**src/rtl/sio_deframer.sv**
```systemverilog
`timescale 1ns/1ps
// ---------------------------------------------------------------------------
// sio_deframer
// Receive back end of the SIO link. Collects the recovered symbol stream from
// the data-recovery unit into NB-bit frames, optionally checks a trailing
// CRC-8 (poly 0x07, init 0x00, MSB first, over the payload only), aborts a
// frame when the gap between symbols grows too long, and keeps saturating
// good-frame / error-frame counters.
//
// Ports
//   c        clock
//   r        asynchronous active-high reset
//   arm      re-arm level; moves HOLD to IDLE, aborts a frame in progress
//   i_d      received symbol (LW bits, oldest bit in MSB)
//   i_v      symbol valid qualifier
//   d        last good frame payload, first symbol in the MSBs
//   v        one-cycle frame-complete pulse
//   crc_err  one-cycle pulse with v when the received CRC mismatches
//   tmo_err  one-cycle pulse when a frame is dropped by the gap timeout
//   busy     frame assembly in progress (DATA or CRC state)
//   n_frm    saturating good-frame count
//   n_err    saturating errored-frame count (CRC + timeout)
// ---------------------------------------------------------------------------
module sio_deframer #(
    parameter int NB     = 32,
    parameter int LW     = 4,
    parameter int CRC_EN = 1,
    parameter int TMO    = 15
) (
    input  logic          c,
    input  logic          r,
    input  logic          arm,
    input  logic [LW-1:0] i_d,
    input  logic          i_v,
    output logic [NB-1:0] d,
    output logic          v,
    output logic          crc_err,
    output logic          tmo_err,
    output logic          busy,
    output logic [15:0]   n_frm,
    output logic [15:0]   n_err
);

    localparam int NSYM = NB / LW;
    localparam int CSYM = 8 / LW;
    // Wide enough for both the payload and the CRC symbol index.
    localparam int CW   = $clog2(NSYM + 8);
    localparam logic [CW-1:0] LAST_D  = CW'(NSYM - 1);
    localparam logic [CW-1:0] LAST_C  = CW'(CSYM - 1);
    localparam logic [7:0]    GAP_LIM = 8'(TMO - 1);

    typedef enum logic [1:0] {
        ST_HOLD = 2'd0,
        ST_IDLE = 2'd1,
        ST_DATA = 2'd2,
        ST_CRC  = 2'd3
    } state_t;

    state_t          r_state;
    state_t          w_state_nx;
    logic [NB-1:0]   r_shift, w_shift_nx, w_shift_full, w_payload;
    logic [7:0]      r_rcrc, w_rcrc_nx, w_rcrc_full;
    logic [7:0]      r_crc, w_crc_nx;
    logic [CW-1:0]   r_cnt, w_cnt_nx;
    logic [7:0]      r_gap, w_gap_nx;
    logic [NB-1:0]   r_d, w_d_nx;
    logic            r_v, w_v_nx;
    logic            r_crc_err, w_crc_err_nx;
    logic            r_tmo_err, w_tmo_err_nx;
    logic            r_busy;
    logic [15:0]     r_n_frm, w_n_frm_nx;
    logic [15:0]     r_n_err, w_n_err_nx;
    logic            w_frm_inc, w_err_inc;
    logic            w_frame_end, w_crc_bad;

    // CRC-8 (poly 0x07) advanced over one symbol, MSB first.
    function automatic logic [7:0] crc8_sym(input logic [7:0] crc_in, input logic [LW-1:0] sym);
        logic [7:0] crc_v;
        logic       fb;
        crc_v = crc_in;
        for (int i = LW - 1; i >= 0; i--) begin
            fb    = crc_v[7] ^ sym[i];
            crc_v = {crc_v[6:0], 1'b0} ^ (fb ? 8'h07 : 8'h00);
        end
        return crc_v;
    endfunction

    // Shift-register views with the current symbol appended.
    assign w_shift_full = NB'({r_shift, i_d});
    assign w_rcrc_full  = 8'({r_rcrc, i_d});
    // Without CRC the frame ends on the last payload symbol, so the payload
    // must include the symbol arriving this cycle.
    assign w_payload    = (CRC_EN != 0) ? r_shift : w_shift_full;
    assign w_crc_bad    = (CRC_EN != 0) && (w_rcrc_full != r_crc);
    assign w_frame_end  = (r_state == ST_DATA) ? ((CRC_EN == 0) && (r_cnt == LAST_D))
                                               : (r_cnt == LAST_C);

    // Next-state and datapath decode.
    always_comb begin
        w_state_nx   = r_state;
        w_shift_nx   = r_shift;
        w_rcrc_nx    = r_rcrc;
        w_crc_nx     = r_crc;
        w_cnt_nx     = r_cnt;
        w_gap_nx     = r_gap;
        w_d_nx       = r_d;
        w_v_nx       = 1'b0;
        w_crc_err_nx = 1'b0;
        w_tmo_err_nx = 1'b0;
        w_frm_inc    = 1'b0;
        w_err_inc    = 1'b0;
        case (r_state)
            ST_HOLD: begin
                if (arm) begin
                    w_state_nx = ST_IDLE;
                end else begin
                    w_state_nx = ST_HOLD;
                end
            end
            ST_IDLE: begin
                if (i_v) begin
                    w_state_nx = ST_DATA;
                    w_shift_nx = {{(NB-LW){1'b0}}, i_d};
                    w_rcrc_nx  = 8'h00;
                    w_crc_nx   = crc8_sym(8'h00, i_d);
                    w_cnt_nx   = CW'(1);
                    w_gap_nx   = 8'h00;
                end else begin
                    w_state_nx = ST_IDLE;
                end
            end
            ST_DATA, ST_CRC: begin
                if (i_v && w_frame_end) begin
                    // Frame completes even if arm is high; arm only picks IDLE over HOLD.
                    w_v_nx     = 1'b1;
                    w_gap_nx   = 8'h00;
                    w_state_nx = arm ? ST_IDLE : ST_HOLD;
                    if (w_crc_bad) begin
                        w_crc_err_nx = 1'b1;
                        w_err_inc    = 1'b1;
                    end else begin
                        w_d_nx    = w_payload;
                        w_frm_inc = 1'b1;
                    end
                end else if (arm) begin
                    w_state_nx = ST_IDLE;
                    w_gap_nx   = 8'h00;
                end else if (i_v) begin
                    w_gap_nx = 8'h00;
                    w_cnt_nx = r_cnt + CW'(1);
                    if (r_state == ST_DATA) begin
                        w_shift_nx = w_shift_full;
                        w_crc_nx   = crc8_sym(r_crc, i_d);
                        if (r_cnt == LAST_D) begin
                            w_state_nx = ST_CRC;
                            w_cnt_nx   = {CW{1'b0}};
                        end else begin
                            w_state_nx = ST_DATA;
                        end
                    end else begin
                        w_rcrc_nx = w_rcrc_full;
                    end
                end else if (r_gap == GAP_LIM) begin
                    // TMO-th consecutive idle cycle: drop the partial frame.
                    w_tmo_err_nx = 1'b1;
                    w_err_inc    = 1'b1;
                    w_gap_nx     = 8'h00;
                    w_state_nx   = ST_HOLD;
                end else begin
                    w_gap_nx = r_gap + 8'h01;
                end
            end
            default: begin
                w_state_nx = ST_HOLD;
            end
        endcase
    end

    // Saturating counter next values.
    always_comb begin
        w_n_frm_nx = r_n_frm;
        w_n_err_nx = r_n_err;
        if (w_frm_inc && (r_n_frm != 16'hFFFF)) begin
            w_n_frm_nx = r_n_frm + 16'h0001;
        end else begin
            w_n_frm_nx = r_n_frm;
        end
        if (w_err_inc && (r_n_err != 16'hFFFF)) begin
            w_n_err_nx = r_n_err + 16'h0001;
        end else begin
            w_n_err_nx = r_n_err;
        end
    end

    // State, datapath and output registers.
    always_ff @(posedge c or posedge r) begin
        if (r) begin
            r_state   <= ST_HOLD;
            r_shift   <= {NB{1'b0}};
            r_rcrc    <= 8'h00;
            r_crc     <= 8'h00;
            r_cnt     <= {CW{1'b0}};
            r_gap     <= 8'h00;
            r_d       <= {NB{1'b0}};
            r_v       <= 1'b0;
            r_crc_err <= 1'b0;
            r_tmo_err <= 1'b0;
            r_busy    <= 1'b0;
            r_n_frm   <= 16'h0000;
            r_n_err   <= 16'h0000;
        end else begin
            r_state   <= w_state_nx;
            r_shift   <= w_shift_nx;
            r_rcrc    <= w_rcrc_nx;
            r_crc     <= w_crc_nx;
            r_cnt     <= w_cnt_nx;
            r_gap     <= w_gap_nx;
            r_d       <= w_d_nx;
            r_v       <= w_v_nx;
            r_crc_err <= w_crc_err_nx;
            r_tmo_err <= w_tmo_err_nx;
            r_busy    <= (w_state_nx == ST_DATA) || (w_state_nx == ST_CRC);
            r_n_frm   <= w_n_frm_nx;
            r_n_err   <= w_n_err_nx;
        end
    end

    assign d       = r_d;
    assign v       = r_v;
    assign crc_err = r_crc_err;
    assign tmo_err = r_tmo_err;
    assign busy    = r_busy;
    assign n_frm   = r_n_frm;
    assign n_err   = r_n_err;

endmodule
```
**config.mk**
```make
export PLATFORM = sky130hd
export DESIGN_NAME = sio_deframer
export DESIGN_NICKNAME = d
export VERILOG_FILES = /design/src/rtl/sio_deframer.sv
export SDC_FILE = /design/constraint.sdc
export NUM_CORES = 1
export LEC_CHECK = 0
export CAP_MARGIN = 25
export CORE_UTILIZATION = 30
export DETAILED_ROUTE_END_ITERATION = 10
export SLEW_MARGIN = 25
export SYNTH_ARGS = -nofsm -noshare
export SYNTH_HDL_FRONTEND = slang
export SYNTH_SLANG_ARGS = --single-unit
```
**constraint.sdc**
```tcl
create_clock -name c -period 7.6 [get_ports c]
set_clock_uncertainty 0.2 [all_clocks]
set_input_delay 1.52 -clock c [delete_from_list [all_inputs] [get_ports c]]
set_output_delay 1.52 -clock c [all_outputs]
set_load 0.05 [all_outputs]
```
==> out/qor.log <==
INFO  floorplan      std_cell_rows=49
INFO  min_path       hold-path-cell-count=1
INFO  critical_path  arrival=4220ps
INFO  synthesis      synth-edff-count=0
INFO  synthesis      synth_sequential_area_ratio=56.22%
INFO  critical_path  critical-path-max-stage-delay=650ps
INFO  synthesis      synth_seq_cells=126
INFO  floorplan      design.die.area=19240squm
INFO  routing        route.antenna.remaining_nets=0
INFO  synthesis      post_syn_nets=478
INFO  timing         setup-violations-final=0
INFO  timing         max_slew.worst_pin.slew=691.8ps
INFO  timing         timing.max_slew.rel_slack=53.83%
INFO  synthesis      synth.cell_area=5608squm
INFO  floorplan      floorplan.die.height=138.7microns
INFO  power          switching_power=686.3uW
INFO  layout         finish.net_count=553
INFO  clock_network  clkSlewWorstSetupHoldPaths=50ps
INFO  critical_path  crit-reg2reg-capture=n_frm[1]
INFO  critical_path  setup.worst_path.start=i_v
INFO  timing         rsz0062_at_grt=no
INFO  power          power.combinational.fraction=22.2%
INFO  flow_run       max_cap_viol_count=0
INFO  layout         post_route_cells_drive_above_1_share=9.964%
INFO  critical_path  r2r_start=r_state[1]
INFO  critical_path  timing.reg2reg.worst_path_depth=6
INFO  timing         maximum_clock_rate=0.2419GHz
INFO  power          power.clock.fraction=35.7%
INFO  routing        avgRoutedWirePerCell=15.34microns
INFO  critical_path  timing.setup.critical_path_class=primary input to flip-flop
INFO  clock_network  tritoncts_num_sinks=126
INFO  critical_path  setup.reg_to_reg.worst_slack=4260ps
INFO  grt            groute.usage.overall=13.44%
INFO  status         outcome=complete, but fails checks
INFO  layout         postLayoutCoreUtil=39.22%
INFO  critical_path  path_delay_family=buffers and inverters
INFO  timing         fin_hold_ws=285.9ps
INFO  power          power.share.sequential=42.1%
INFO  synthesis      ys.flop_type=dfrtp_1
INFO  power          sw_frac_of_total=32.83%
INFO  critical_path  setup.worst_path.start_class=primary input
INFO  floorplan      io_pins=76
INFO  grt            grt_start_max_net_pins=75
INFO  power          p_per_area=293.8nW/um^2
INFO  clock_network  cts.root.buffer_cell=clkbuf_16
INFO  critical_path  endpoint_kind=flip-flop
INFO  layout         filler_cell_count=1748
INFO  critical_path  timing.critical_path.required=7690ps
INFO  clock_network  cts_inserted_buffers=17
INFO  layout         syn2layout_area_growth=26.91%
INFO  grt            global_route_wire_length_before_repair=20600microns
INFO  clock_network  cts_tree=done
INFO  grt            antenna_found_initial=0
INFO  grt            first_global_vias=3948
INFO  clock_network  clk_latency=410ps
INFO  routing        route.final.wire_length=11980microns
INFO  placed_design  gp_routability_congestion=0.8324
INFO  timing         fin_tns_setup=0ps
INFO  placed_design  port_buffers=75
INFO  timing         report.final.hold_viol_count=0
INFO  min_path       min_path_type=flip-flop to flip-flop
INFO  routing        routed_via_density=4.981
INFO  critical_path  critPathMaxFanout=29
INFO  routing        remaining_drc_errors=8
INFO  layout         insertedDiodeCount=0
INFO  power          power_leakage=3.099nW
INFO  critical_path  path_buf_inv=3
INFO  floorplan      die_w=138.7microns
INFO  min_path       end_point_of_the_worst_hold_path=r_gap[3]
INFO  timing         final_min_period_over_clock_period=54.39%
INFO  clock_network  ctsResizeCount=0
INFO  routing        routed_vias=3890
INFO  routing        drt_first_iter_violations=272
INFO  status         violated_checks=DRC
INFO  clock_network  cts-hold-fix-buffers=0
INFO  synthesis      synth-async-reset-ratio=100.0%
INFO  grt            grt_remaining_overflow=0
INFO  clock_network  post-cts-setup-buffers=0
INFO  critical_path  cp_cell_sequence=clkdlybuf4s50_1 -> inv_1 -> nor4_4 -> nor3b_4 -> buf_4 -> and2_1 -> mux2_1
INFO  synthesis      instance_count_of_the_mapped_netlist=464
INFO  synthesis      postSynthAreaPerCell=12.09squm
INFO  power          finalPower=2.091mW
INFO  power          peakVddDrop=0.0001566V
INFO  timing         finalWorstPathRequiredPeriod=4133ps
INFO  floorplan      start_util=30.90%
INFO  synthesis      ys_warn_count=0
INFO  floorplan      core-area=18150squm
INFO  synthesis      ys_types=48
INFO  timing         slew_violations=0
INFO  routing        detailedRoute.firstPassIterationCount=7
INFO  critical_path  critPathSlowestCell=nor3b_4
INFO  power          power.internal=1.404mW
INFO  placed_design  place.detailed.hpwl=7884microns
INFO  clock_network  cts.path.max_buffers=2
INFO  clock_network  cts_htree_levels=4
INFO  min_path       hold_path.startpoint=r_gap[3]
[cell usage after synthesis (2+ instances only)]
cell,count,area share (%)
and2_1,7,0.78
and4_1,4,0.62
xor2_1,8,1.2
a22o_1,35,5.5
nand2_1,30,2.0
nor3_1,5,0.45
inv_1,11,0.74
inv_2,2,0.13
nor2_1,10,0.67
a21oi_1,4,0.36
dfrtp_1,126,56
ha_1,6,1.3
o2111ai_1,8,1.2
o21ai_0,21,1.9
a31oi_1,3,0.33
o21ai_1,2,0.18
and3_1,8,0.89
nand3_1,19,1.7
nand2b_1,2,0.22
mux2_2,11,2.2
mux2_1,27,5.4
buf_6,3,0.60
o31ai_1,5,0.67
buf_2,3,0.27
o211ai_1,5,0.67
nor4_1,2,0.22
clkbuf_1,16,1.1
nand4_1,14,1.6
xnor2_1,48,7.5
[cells in the final DEF (no fill, tap or decap), drive strengths merged, types with 2 or more instances in the layout]
cell type,instances
nand2,30
a22o,35
mux2,38
o211ai,5
a31oi,3
clkinv,6
buf,5
inv,13
ha,6
dfrtp,126
and4,4
nor2,10
nand3,19
o21ai,23
nor3,5
clkbuf,21
xor2,8
a21oi,4
and3,8
o31ai,5
and2,8
clkinvlp,4
nor3b,2
nand2b,2
o2111ai,8
or3b,3
nor4,3
nand4,14
xnor2,48
clkdlybuf4s50,75
[kinds of logic (layout without fill, tap and decap cells)]
logic type | Yosys count | in the layout | share of synthesized area [%]
adders and majority gates | 6 | 6 | 1.339
muxes | 38 | 38 | 7.631
DFF | 126 | 126 | 56.22
AOI/OAI and AO/OA | 89 | 89 | 11.83
buffers and inverters | 37 | 125 | 3.213
and+or+nand+nor | 112 | 112 | 11.02
xor gates and xnor gates | 56 | 56 | 8.746
[area by class of cell]
class                   count  area, sq um  area share [%]
repair buffers             80        795.8           11.18
flip-flops and latches    126         3153           44.30
well taps                 229        286.5           4.026
clock buffers              21        450.4           6.329
inverters                  13        51.30          0.7208
clock inverters            11        93.84           1.319
multi-input cells         301         2286           32.12
[how the worst max path moves through the flow]
stage	depth (start not counted)	slack, ps	end
after global routing	7	3320	n_frm[1]
after global placement	7	2850	n_frm[1]
after CTS	7	3190	n_frm[1]
after detailed placement	7	2760	n_frm[1]
final	7	3470	n_frm[1]
after floorplan	1	2520	busy
[state kept, by name, indices dropped and copies added (netlist names)]
register / count
tmo_err: 1
r_state: 2
crc_err: 1
n_err: 16
r_gap: 8
r_rcrc: 4
r_cnt: 4
r_shift: 32
v: 1
r_crc: 8
n_frm: 16
d: 32
busy: 1
[through the flow]
stage	worst slack, ps	instance area (sq um)	instances
floorplan	2524	5608	464
global route	3319	7117	781
finish	3467	7117	781
CTS	3192	7102	780
detailed placement	2761	6558	748
global placement	2852	6558	748
[power groups by stage]
stage               clock network, mW  logic, mW  registers [mW]
floorplan                           0      0.295           0.918
global route                    0.804      0.508           0.893
global placement                    0      0.459           0.886
detailed placement                  0      0.466           0.888
CTS                             0.769      0.469           0.878
finish                          0.747      0.463           0.880
[routing by layer]
layer | track usage (%) | share of wire [%]
met3 | 4.006 | 4.2
met4 | 4.561 | 1.1
met2 | 20.68 | 47
met1 | 18.05 | 48
met5 | 0 | 0
(Power assumes the default switching activity.)
